===== src/rtl/svm_ctrl_pkg.sv =====
// Shared types for the multiclass SVM controller: one-hot states,
// registered control bundle, width helper and default sizes.
package svm_ctrl_pkg;

   localparam int DEF_NUM_CLASSES = 4;
   localparam int DEF_NUM_BATCHES = 2;
   localparam int DEF_SU_CYCLES   = 4;

   localparam int NUM_STATES = 10;

   localparam int S_IDLE     = 0;
   localparam int S_ARM      = 1;
   localparam int S_VU_START = 2;
   localparam int S_VU_RUN   = 3;
   localparam int S_VU_DRAIN = 4;
   localparam int S_XFER     = 5;
   localparam int S_SU_RUN   = 6;
   localparam int S_SU_WAIT  = 7;
   localparam int S_BIAS     = 8;
   localparam int S_DONE     = 9;

   typedef enum logic [NUM_STATES-1:0] {
      ST_IDLE     = 10'(1 << S_IDLE),
      ST_ARM      = 10'(1 << S_ARM),
      ST_VU_START = 10'(1 << S_VU_START),
      ST_VU_RUN   = 10'(1 << S_VU_RUN),
      ST_VU_DRAIN = 10'(1 << S_VU_DRAIN),
      ST_XFER     = 10'(1 << S_XFER),
      ST_SU_RUN   = 10'(1 << S_SU_RUN),
      ST_SU_WAIT  = 10'(1 << S_SU_WAIT),
      ST_BIAS     = 10'(1 << S_BIAS),
      ST_DONE     = 10'(1 << S_DONE)
   } state_t;

   typedef struct packed {
      logic resetVU;
      logic resetSU;
      logic enableVU;
      logic enableSU;
      logic transfer;
      logic enableMems;
      logic addressEnable;
      logic enableAlphaU;
      logic enableAlphaMem;
      logic addBias;
      logic busy;
      logic done;
   } ctrl_t;

   localparam ctrl_t CTRL_IDLE = '{
      resetVU: 1'b1,
      resetSU: 1'b1,
      default: 1'b0
   };

   // Ceiling log2, never below 1 so index ports stay legal.
   function automatic int log2(input int value);
      int r;
      r = 0;
      for (int i = 0; i < 31; i++) begin
         if ((1 << i) < value) r = i + 1;
      end
      return (r < 1) ? 1 : r;
   endfunction

endpackage


===== src/rtl/svm_su_timer.sv =====
// Down-counter pacing the scalar-unit phase; expires on the
// final SU cycle after a load.
module svm_su_timer #(
   parameter int CYCLES = 4,
   parameter int WIDTH  = 3
) (
   input  logic clock,
   input  logic userReset,
   input  logic load,
   input  logic decrement,
   output logic expire
);

   logic [WIDTH-1:0] count;

   always_ff @(posedge clock or posedge userReset) begin
      if (userReset) begin
         count <= '0;
      end else if (load) begin
         count <= WIDTH'(CYCLES - 1);
      end else if (decrement && count != '0) begin
         count <= count - 1'b1;
      end
   end

   assign expire = (count == '0);

endmodule


===== src/rtl/svm_multiclass_controller.sv =====
// Batch/class sequencer for the SVM datapath with start/busy/done
// handshake; outputs registered from the next-state decode.
module svm_multiclass_controller
   import svm_ctrl_pkg::*;
#(
   parameter int NUM_CLASSES = DEF_NUM_CLASSES,
   parameter int NUM_BATCHES = DEF_NUM_BATCHES,
   parameter int SU_CYCLES   = DEF_SU_CYCLES,
   parameter int CLASS_W     = log2(NUM_CLASSES),
   parameter int BATCH_W     = log2(NUM_BATCHES)
) (
   input  logic               clock,
   input  logic               userReset,
   input  logic               start,
   input  logic               dataValid,
   input  logic               lastElement,
   input  logic               lastEnabled,
   input  logic               lastScalar,
   output logic               resetVU,
   output logic               resetSU,
   output logic               enableVU,
   output logic               enableSU,
   output logic               transfer,
   output logic               enableMems,
   output logic               AddressEnable,
   output logic               enableAlphaU,
   output logic               enableAlphaMem,
   output logic               addBias,
   output logic [CLASS_W-1:0] classIndex,
   output logic [BATCH_W-1:0] batchIndex,
   output logic               busy,
   output logic               done
);

   localparam int TIMER_W = log2(SU_CYCLES) + 1;

   logic [1:0]         rstPipe;
   logic               coreReset;
   state_t             state;
   state_t             stateNext;
   ctrl_t              ctrl;
   ctrl_t              ctrlNext;
   logic [CLASS_W-1:0] classNext;
   logic [BATCH_W-1:0] batchNext;
   logic               timerLoad;
   logic               timerDec;
   logic               timerExpire;
   logic               lastBatch;
   logic               lastClass;

   // Assert immediately, release two edges after userReset drops.
   always_ff @(posedge clock or posedge userReset) begin
      if (userReset) rstPipe <= 2'b11;
      else           rstPipe <= {rstPipe[0], 1'b0};
   end

   assign coreReset = rstPipe[1];

   svm_su_timer #(
      .CYCLES(SU_CYCLES),
      .WIDTH (TIMER_W)
   ) suTimer (
      .clock    (clock),
      .userReset(coreReset),
      .load     (timerLoad),
      .decrement(timerDec),
      .expire   (timerExpire)
   );

   assign lastBatch = int'(batchIndex) >= NUM_BATCHES - 1;
   assign lastClass = int'(classIndex) >= NUM_CLASSES - 1;

   always_comb begin
      stateNext = state;
      classNext = classIndex;
      batchNext = batchIndex;
      timerLoad = 1'b0;
      timerDec  = 1'b0;
      unique case (1'b1)
         state[S_IDLE]: begin
            if (start) begin
               stateNext = ST_ARM;
               classNext = '0;
               batchNext = '0;
            end
         end
         state[S_ARM]: begin
            if (dataValid) stateNext = ST_VU_START;
         end
         state[S_VU_START]: stateNext = ST_VU_RUN;
         state[S_VU_RUN]: begin
            if (lastElement) stateNext = ST_VU_DRAIN;
         end
         state[S_VU_DRAIN]: begin
            if (lastEnabled) stateNext = ST_XFER;
         end
         state[S_XFER]: begin
            stateNext = ST_SU_RUN;
            timerLoad = 1'b1;
         end
         state[S_SU_RUN]: begin
            if (timerExpire) stateNext = ST_SU_WAIT;
            else             timerDec  = 1'b1;
         end
         state[S_SU_WAIT]: begin
            if (lastScalar) begin
               if (lastBatch) begin
                  stateNext = ST_BIAS;
               end else begin
                  stateNext = ST_ARM;
                  batchNext = batchIndex + BATCH_W'(1);
               end
            end
         end
         state[S_BIAS]: begin
            if (lastClass) begin
               stateNext = ST_DONE;
            end else begin
               stateNext = ST_ARM;
               classNext = classIndex + CLASS_W'(1);
               batchNext = '0;
            end
         end
         state[S_DONE]: stateNext = ST_IDLE;
         default: begin
            stateNext = ST_IDLE;
            classNext = '0;
            batchNext = '0;
         end
      endcase
   end

   always_comb begin
      ctrlNext      = '0;
      ctrlNext.busy = 1'b1;
      unique case (1'b1)
         stateNext[S_IDLE]: ctrlNext = CTRL_IDLE;
         stateNext[S_ARM]:  ctrlNext.resetVU = 1'b1;
         stateNext[S_VU_START]: begin
            ctrlNext.enableMems    = 1'b1;
            ctrlNext.addressEnable = 1'b1;
            ctrlNext.enableVU      = 1'b1;
            ctrlNext.resetSU       = (batchNext == '0);
         end
         stateNext[S_VU_RUN]: begin
            ctrlNext.enableMems    = 1'b1;
            ctrlNext.addressEnable = 1'b1;
            ctrlNext.enableVU      = 1'b1;
         end
         stateNext[S_VU_DRAIN]: ;
         stateNext[S_XFER]: begin
            ctrlNext.transfer     = 1'b1;
            ctrlNext.enableAlphaU = 1'b1;
         end
         stateNext[S_SU_RUN]: begin
            ctrlNext.enableSU = 1'b1;
            if (!state[S_SU_RUN]) begin
               ctrlNext.enableAlphaMem = 1'b1;
               ctrlNext.enableAlphaU   = 1'b1;
            end
         end
         stateNext[S_SU_WAIT]: ;
         stateNext[S_BIAS]: ctrlNext.addBias = 1'b1;
         stateNext[S_DONE]: ctrlNext.done    = 1'b1;
         default: ctrlNext = CTRL_IDLE;
      endcase
   end

   always_ff @(posedge clock or posedge coreReset) begin
      if (coreReset) begin
         state      <= ST_IDLE;
         ctrl       <= CTRL_IDLE;
         classIndex <= '0;
         batchIndex <= '0;
      end else begin
         state      <= stateNext;
         ctrl       <= ctrlNext;
         classIndex <= classNext;
         batchIndex <= batchNext;
      end
   end

   assign resetVU        = ctrl.resetVU;
   assign resetSU        = ctrl.resetSU;
   assign enableVU       = ctrl.enableVU;
   assign enableSU       = ctrl.enableSU;
   assign transfer       = ctrl.transfer;
   assign enableMems     = ctrl.enableMems;
   assign AddressEnable  = ctrl.addressEnable;
   assign enableAlphaU   = ctrl.enableAlphaU;
   assign enableAlphaMem = ctrl.enableAlphaMem;
   assign addBias        = ctrl.addBias;
   assign busy           = ctrl.busy;
   assign done           = ctrl.done;

endmodule


===== config.mk =====
export PLATFORM = sky130hd
export DESIGN_NAME = svm_multiclass_controller
export DESIGN_NICKNAME = d
export VERILOG_FILES = /design/src/rtl/svm_ctrl_pkg.sv /design/src/rtl/svm_su_timer.sv /design/src/rtl/svm_multiclass_controller.sv
export SDC_FILE = /design/constraint.sdc
export NUM_CORES = 1
export LEC_CHECK = 0
export CAP_MARGIN = 20
export CELL_PAD_IN_SITES_DETAIL_PLACEMENT = 1
export CELL_PAD_IN_SITES_GLOBAL_PLACEMENT = 1
export CORE_MARGIN = 10
export CORE_UTILIZATION = 40
export DETAILED_ROUTE_END_ITERATION = 8
export MAX_ROUTING_LAYER = met4
export PLACE_DENSITY_LB_ADDON = 0.1
export RECOVER_POWER = 25
export SLEW_MARGIN = 10
export SYNTH_ARGS = -nofsm -noshare
export SYNTH_HDL_FRONTEND = slang
export SYNTH_SLANG_ARGS = --single-unit

===== constraint.sdc =====
create_clock -name clock -period 1.39 [get_ports clock]
set_clock_uncertainty 0.2 [all_clocks]
set_input_delay 0.278 -clock clock [delete_from_list [all_inputs] [get_ports clock]]
set_output_delay 0.278 -clock clock [all_outputs]
set_load 0.05 [all_outputs]

==> results of run 1 <==
-- per-stage QoR --
stage                     area [um2]  worst slack (ns)  TNS (ns)
after CTS                       1890            -0.564     -5.66
after global placement          1670            -0.700     -5.45
after detailed placement        1670            -0.824     -6.78
after floorplan                 1090            -0.508     -2.58
-- Yosys cell counts --
| cell | number | area, um2 |
|---|---|---|
| sky130_fd_sc_hd__conb_1 | 1 | 3.75 |
| sky130_fd_sc_hd__a32o_1 | 1 | 10.0 |
| sky130_fd_sc_hd__or2_2 | 2 | 12.5 |
| sky130_fd_sc_hd__ha_1 | 3 | 37.5 |
| sky130_fd_sc_hd__nand2_1 | 10 | 37.5 |
| sky130_fd_sc_hd__buf_4 | 2 | 15.0 |
| sky130_fd_sc_hd__a21boi_0 | 1 | 7.51 |
| sky130_fd_sc_hd__nor4b_4 | 1 | 23.8 |
| sky130_fd_sc_hd__o31ai_1 | 1 | 7.51 |
| sky130_fd_sc_hd__mux2i_1 | 1 | 10.0 |
| sky130_fd_sc_hd__mux2_1 | 1 | 11.3 |
| sky130_fd_sc_hd__nor2b_1 | 3 | 18.8 |
| sky130_fd_sc_hd__o211ai_1 | 1 | 7.51 |
| sky130_fd_sc_hd__o21ai_0 | 1 | 5.00 |
| sky130_fd_sc_hd__nor4_4 | 1 | 21.3 |
| sky130_fd_sc_hd__xnor2_1 | 1 | 8.76 |
| sky130_fd_sc_hd__buf_2 | 1 | 5.00 |
| sky130_fd_sc_hd__a221oi_1 | 1 | 8.76 |
| sky130_fd_sc_hd__a21oi_1 | 3 | 15.0 |
| sky130_fd_sc_hd__a41oi_2 | 1 | 16.3 |
| sky130_fd_sc_hd__a21o_1 | 2 | 15.0 |
| sky130_fd_sc_hd__nor2b_4 | 2 | 27.5 |
| sky130_fd_sc_hd__nand2b_1 | 3 | 18.8 |
| sky130_fd_sc_hd__dfrtp_1 | 19 | 475 |
| sky130_fd_sc_hd__dfstp_2 | 5 | 131 |
| sky130_fd_sc_hd__nor2_1 | 6 | 22.5 |
| sky130_fd_sc_hd__and2_1 | 1 | 6.26 |
| sky130_fd_sc_hd__nor2_4 | 1 | 11.3 |
| sky130_fd_sc_hd__inv_1 | 11 | 41.3 |
| sky130_fd_sc_hd__or4_1 | 1 | 7.51 |
-- kinds of logic after synthesis --
logic type | Yosys count | share of synthesized area [%]
multiplexers | 2 | 2.05
other | 1 | 0.361
AO/OA/AOI/OAI | 12 | 8.91
XOR/XNOR | 1 | 0.843
buffers and inverters | 14 | 5.90
AND/OR/NAND/NOR | 31 | 20.0
adder cells (fa/ha/maj) | 3 | 3.61
flip-flops | 24 | 58.4
-- what timing repair did --
item	in CTS
buffers inserted	7
gates resized for setup	31
pin swaps	6
setup endpoints to repair	29
hold buffers	0
==> out/summary.md, run 1 <==
The logs give 3 for the number of buffers created by CTS and 98 for the total nets after synthesis. The first error in the log reads "[ERROR DPL-0033] detailed placement checks failed during check placement". The die span in y works out to 71.0 um. The tools report the last weighted congestion value of the routability-driven placer as 0.771. The worst endpoint type is a register input.

For the cell count after placement, the log shows 164. The largest net degree at the start of global routing is 23. The flow did not finish. The number of antenna violations at the first check in global routing came out at 0. From left edge to right edge, the die measures 71.0 um. The buffer type at the clock tree root is sky130_fd_sc_hd__clkbuf_4.

Averaged over all synthesized cells, the footprint is 11.8 um2. The count of input and output buffers is 21. The summed instance area of the synthesized netlist is 0.00104 mm2, and the number of synthesis warnings is 0. The I/O pin count was 22.

For the H-tree depth, the log shows 1. For the count of clock tree sinks, the log shows 24. For this configuration, the core starts out at a cell density of 42.0%. Counting every instance in the synthesized netlist gives 88. The number of core rows is 18, and the number of register bits inferred by synthesis is 24. The run gives 30 as the number of distinct library cell variants in the gate-level netlist after synthesis.

The longest clock path from root to sink contains 2 buffers. The share of the yosys chip area belonging to registers was 58.4%. For the HPWL after detailed placement, the log shows 2.38 mm. Critical endpoint after global-route timing repair: resetSU$_DFF_PP1_/D.

The flow stopped in global routing (5_1_grt).
==> run 2: changes to the inputs <==
- CELL_PAD_IN_SITES_DETAIL_PLACEMENT: 1 -> not set
- CELL_PAD_IN_SITES_GLOBAL_PLACEMENT: 1 -> not set
- CORE_UTILIZATION: 40 -> 25
- MAX_ROUTING_LAYER: met4 -> not set
- PLACE_DENSITY_LB_ADDON: 0.1 -> 0.15
==> run 2 against run 1 <==
The flow now finishes, with violations (setup timing). Area after synthesis unchanged. Synthesized cell count unchanged.
==> out/summary.md, run 2 <==
In this run, distinct cell masters in the synthesized netlist total 30. In this run the biggest area consumer among cell types represents 45.7% of the synthesized area. The internal power summed over all cells came out at 2530 uW.

The minimum setup slack among reg-to-reg paths came out at -0.52 ns. In the post-synthesis netlist, the cell with the most instances is sky130_fd_sc_hd__dfrtp_1. The number of antenna violations at the first check in global routing came out at 0. The analysis attributes to cell leakage a power of 0.000861 uW. The commonest cells after synthesis are sky130_fd_sc_hd__dfrtp_1 (19), sky130_fd_sc_hd__inv_1 (11), sky130_fd_sc_hd__nand2_1 (10), sky130_fd_sc_hd__nor2_1 (6), sky130_fd_sc_hd__dfstp_2 (5). The synthesis-to-finish area growth is 79.3%. The worst reg2reg path depth was 5; the clock tree buffer depth was 2. The critical path goes through or4_1 -> nor2_2 -> nand2_2 -> nor2_4 -> mux2_4. Final critical-path setup slack: -0.516 ns. The pre-antenna-repair detailed-routing pass consisted of 4 iterations. Wires add up to 2.36 mm.

The wire length per cell was 12.4 um. The final non-filler cell total is 190, and the required time at the worst-slack endpoint is 1.35 ns. The number of pins with negative max-slew slack in the final report is 0. On the critical path the largest part of the delay comes from simple AND/OR/NAND/NOR gates. Data arrives at the worst endpoint at 1.86 ns. Summed over all layers, the global routing overflow is 0. Of all flip-flops after synthesis, the portion carrying an async set or reset was 100%.

The worst setup path is of the reg -> reg kind. The critical path endpoint category is a flip-flop. The total nets after synthesis was 98. The tools report the total design power as 4070 uW.

The critical path launch point type was a flip-flop. The switching power summed over all nets is 1550 uW. Hold timing on the final database bottoms out at a slack of 0.159 ns. The fraction of final layout cells sized beyond drive strength 1 came out at 60.7%.

The run gives 1 as the H-tree depth. In the finished design, the share of the clock period the worst path needs comes to 137%. Yosys attributes the largest share of cell area to sky130_fd_sc_hd__dfrtp_1 (46%), sky130_fd_sc_hd__dfstp_2 (13%), sky130_fd_sc_hd__inv_1 (4.0%). The final reports fail on setup timing. In the final timing run, aggregate negative setup slack is -3.73 ns. The tools report the buffer type at the clock tree root as sky130_fd_sc_hd__clkbuf_8. In this run the worst setup path begins at state[3]. Following the worst setup path forward leads to its endpoint at classIndex[0]. The timing-limited maximum frequency was 525 MHz; the worst path buffer plus inverter count was 0.

Including well taps, the total number of placed cells is 184. For the clock insertion delay at the later pin of the skew report, the log shows 0.26 ns. The biggest area contributor in the post-synthesis netlist is sky130_fd_sc_hd__dfrtp_1. The logs give 0.00714 mm2 for the die area and 27.3% for the part of the total power dissipated in sequential elements.

The number of flip-flops under the largest register name works out to 9. The via count of the first global-routing pass was 910. For the final number of hold-violating endpoints, the log shows 0. The logs give 0 for the count of hold-fix buffers inserted at cts and 4.11 mm for the global-route wire length before repair.

The slowest library cell on the worst path was sky130_fd_sc_hd__or4_1. For this design the top-level I/O count stands at 22. For the post-layout net count, the log shows 151.

Across the run, the number of max-cap violations was 0. The endpoint identified for the worst register-to-register timing path is classIndex[0]. The shortest clock period the worst path allows after layout is 1.91 ns. The tools report the number of core rows as 23. Switching share of power: 38.0%. Input and output buffers added on the ports amount to 21. The logs give 6.98% for the total global routing track utilization and 0.00104 mm2 for the summed instance area of the synthesized netlist. Setup violations remaining at the end of the flow were counted as 19.

The run finished, with violations left. Counting buffers and inverters, the worst setup path is 5 cells deep. The run gives 11.8% as the part of the total power dissipated in the clock network.

The average instance in the mapped netlist occupies 11.8 um2. Class of the worst hold path: reg -> reg. Among all flip-flop cells after synthesis, the most frequent one is sky130_fd_sc_hd__dfrtp_1. The share of the yosys chip area belonging to registers was 58.4%; the number of buffers created by CTS was 3. Setup repair after global routing could not meet its margin everywhere.

Detailed placement finished with a half-perimeter wire length of 1.88 mm. The floorplan step set the die height to 84.5 um. For the pin with the worst max-slew slack, the measured transition is 0.544 ns. Entering global routing, the biggest net connects 23 pins.

The cell count after synthesis came out at 88. The clock transition at the registers of the reported paths is 0.09 ns. In the layout the commonest cells are sky130_fd_sc_hd__buf_4 (19), sky130_fd_sc_hd__buf_12 (15), sky130_fd_sc_hd__dfrtp_1 (14). The worst slack after detailed placement was -0.718 ns; the power density over the cells was 2180 mW/mm2.

The initial utilization of the core area, before any placement, comes to 26.0%. The last weighted congestion value of the routability-driven placer was 0.720. The largest registers in the layout are state x9, suTimer.count x3. Across the VDD grid, the largest voltage drop is 0.000663 V.

Most common cell after layout, fill and taps aside: sky130_fd_sc_hd__buf_4. The detailed router placed 786 vias in this run. The tree built by TritonCTS fans out to 24 sinks. TritonCTS built the clock tree. For this run, design rule violations remaining after detail routing come to 0. The number of enable flip-flop cells after synthesis is 0, and the horizontal die dimension is 84.5 um.

After the first detailed-routing iteration, the DRC count stood at 19. For this run, the slowest stage of the critical path takes 0.52 ns. Synthesis inferred 24 register bits. For this run, the number of Yosys warnings is 0. The repair_antennas step left the layout with diodes totalling 0. In this run, the combinational gates consume 60.9% of the power.

For the area of the core region, the log shows 0.00400 mm2. The startpoint identified for the worst register-to-register timing path is state[3]. Once detail routing completed, the nets flagged for antenna violations numbered 0.

The maximum fanout along the worst path works out to 3. Register name with the most flops: state. The per-cell via count in the routed design works out to 4.14. The relative max-transition margin was 63.7%.
[run 2: worst min path at each step]
| stage | start | end | slack, ns | depth (start not counted) |
|---|---|---|---|---|
| floorplan | userReset | rstPipe[0] | -0.01 | 1 |
| detailed placement | rstPipe[1] | state[8] | 0.10 | 2 |
| finish | rstPipe[0] | rstPipe[1] | 0.16 | 0 |
| CTS | rstPipe[1] | state[8] | 0.10 | 2 |
| global placement | rstPipe[1] | suTimer.count[0] | 0.09 | 2 |
| global route | rstPipe[0] | rstPipe[1] | 0.16 | 0 |
[run 2: layout make-up]
type	count	area (um2)
repair buffers	51	622
multi-input cells	50	470
well taps	50	62.6
inverters	11	41.3
fillers	371	2140
flip-flops and latches	24	613
clock buffers	4	55.1
[run 2: power by group through the flow]
stage | Clock (uW) | Combinational, uW | Sequential [uW]
final | 480 | 2480 | 1110
after global routing | 535 | 2640 | 1140
after CTS | 501 | 2430 | 1110
after detailed placement | 0 | 2210 | 1110
after global placement | 0 | 2190 | 1110
after floorplan | 0 | 792 | 1450
[run 2: timing repair]
item	CTS	global route
setup buffers	1	3
endpoints found under the hold margin	0	0
endpoints found under the setup margin	24	25
resized for setup	21	10
pin swaps	3	1
cloned	0	0
[run 2: routing by layer]
metal,routed length [um],GRT usage [%],vias to the layer above
met4,15,2.69,0
met2,1110,11.2,15
met5,0,0,-
met3,136,2.71,2
li1,-,-,391
met1,1100,8.19,378
[run 2: stage by stage]
stage | utilization, % | instance area (um2)
after floorplan | - | 1090
after global placement | 42.4 | 1700
after detailed placement | 42.4 | 1700
after CTS | 45.8 | 1830
after global routing | 46.6 | 1860
final | 46.6 | 1860
[run 2: kinds of logic (layout without fill, tap and decap cells)]
logic type	count (synthesis)	count (layout)	share of synthesized area, %
XOR/XNOR	1	1	0.843
AND/OR/NAND/NOR	31	31	20.0
other	1	1	0.361
buffers and inverters	14	66	5.90
flip-flops	24	24	58.4
AO/OA/AOI/OAI	12	12	8.91
multiplexers	2	2	2.05
adder cells (fa/ha/maj)	3	3	3.61
(Power assumes the default switching activity.)
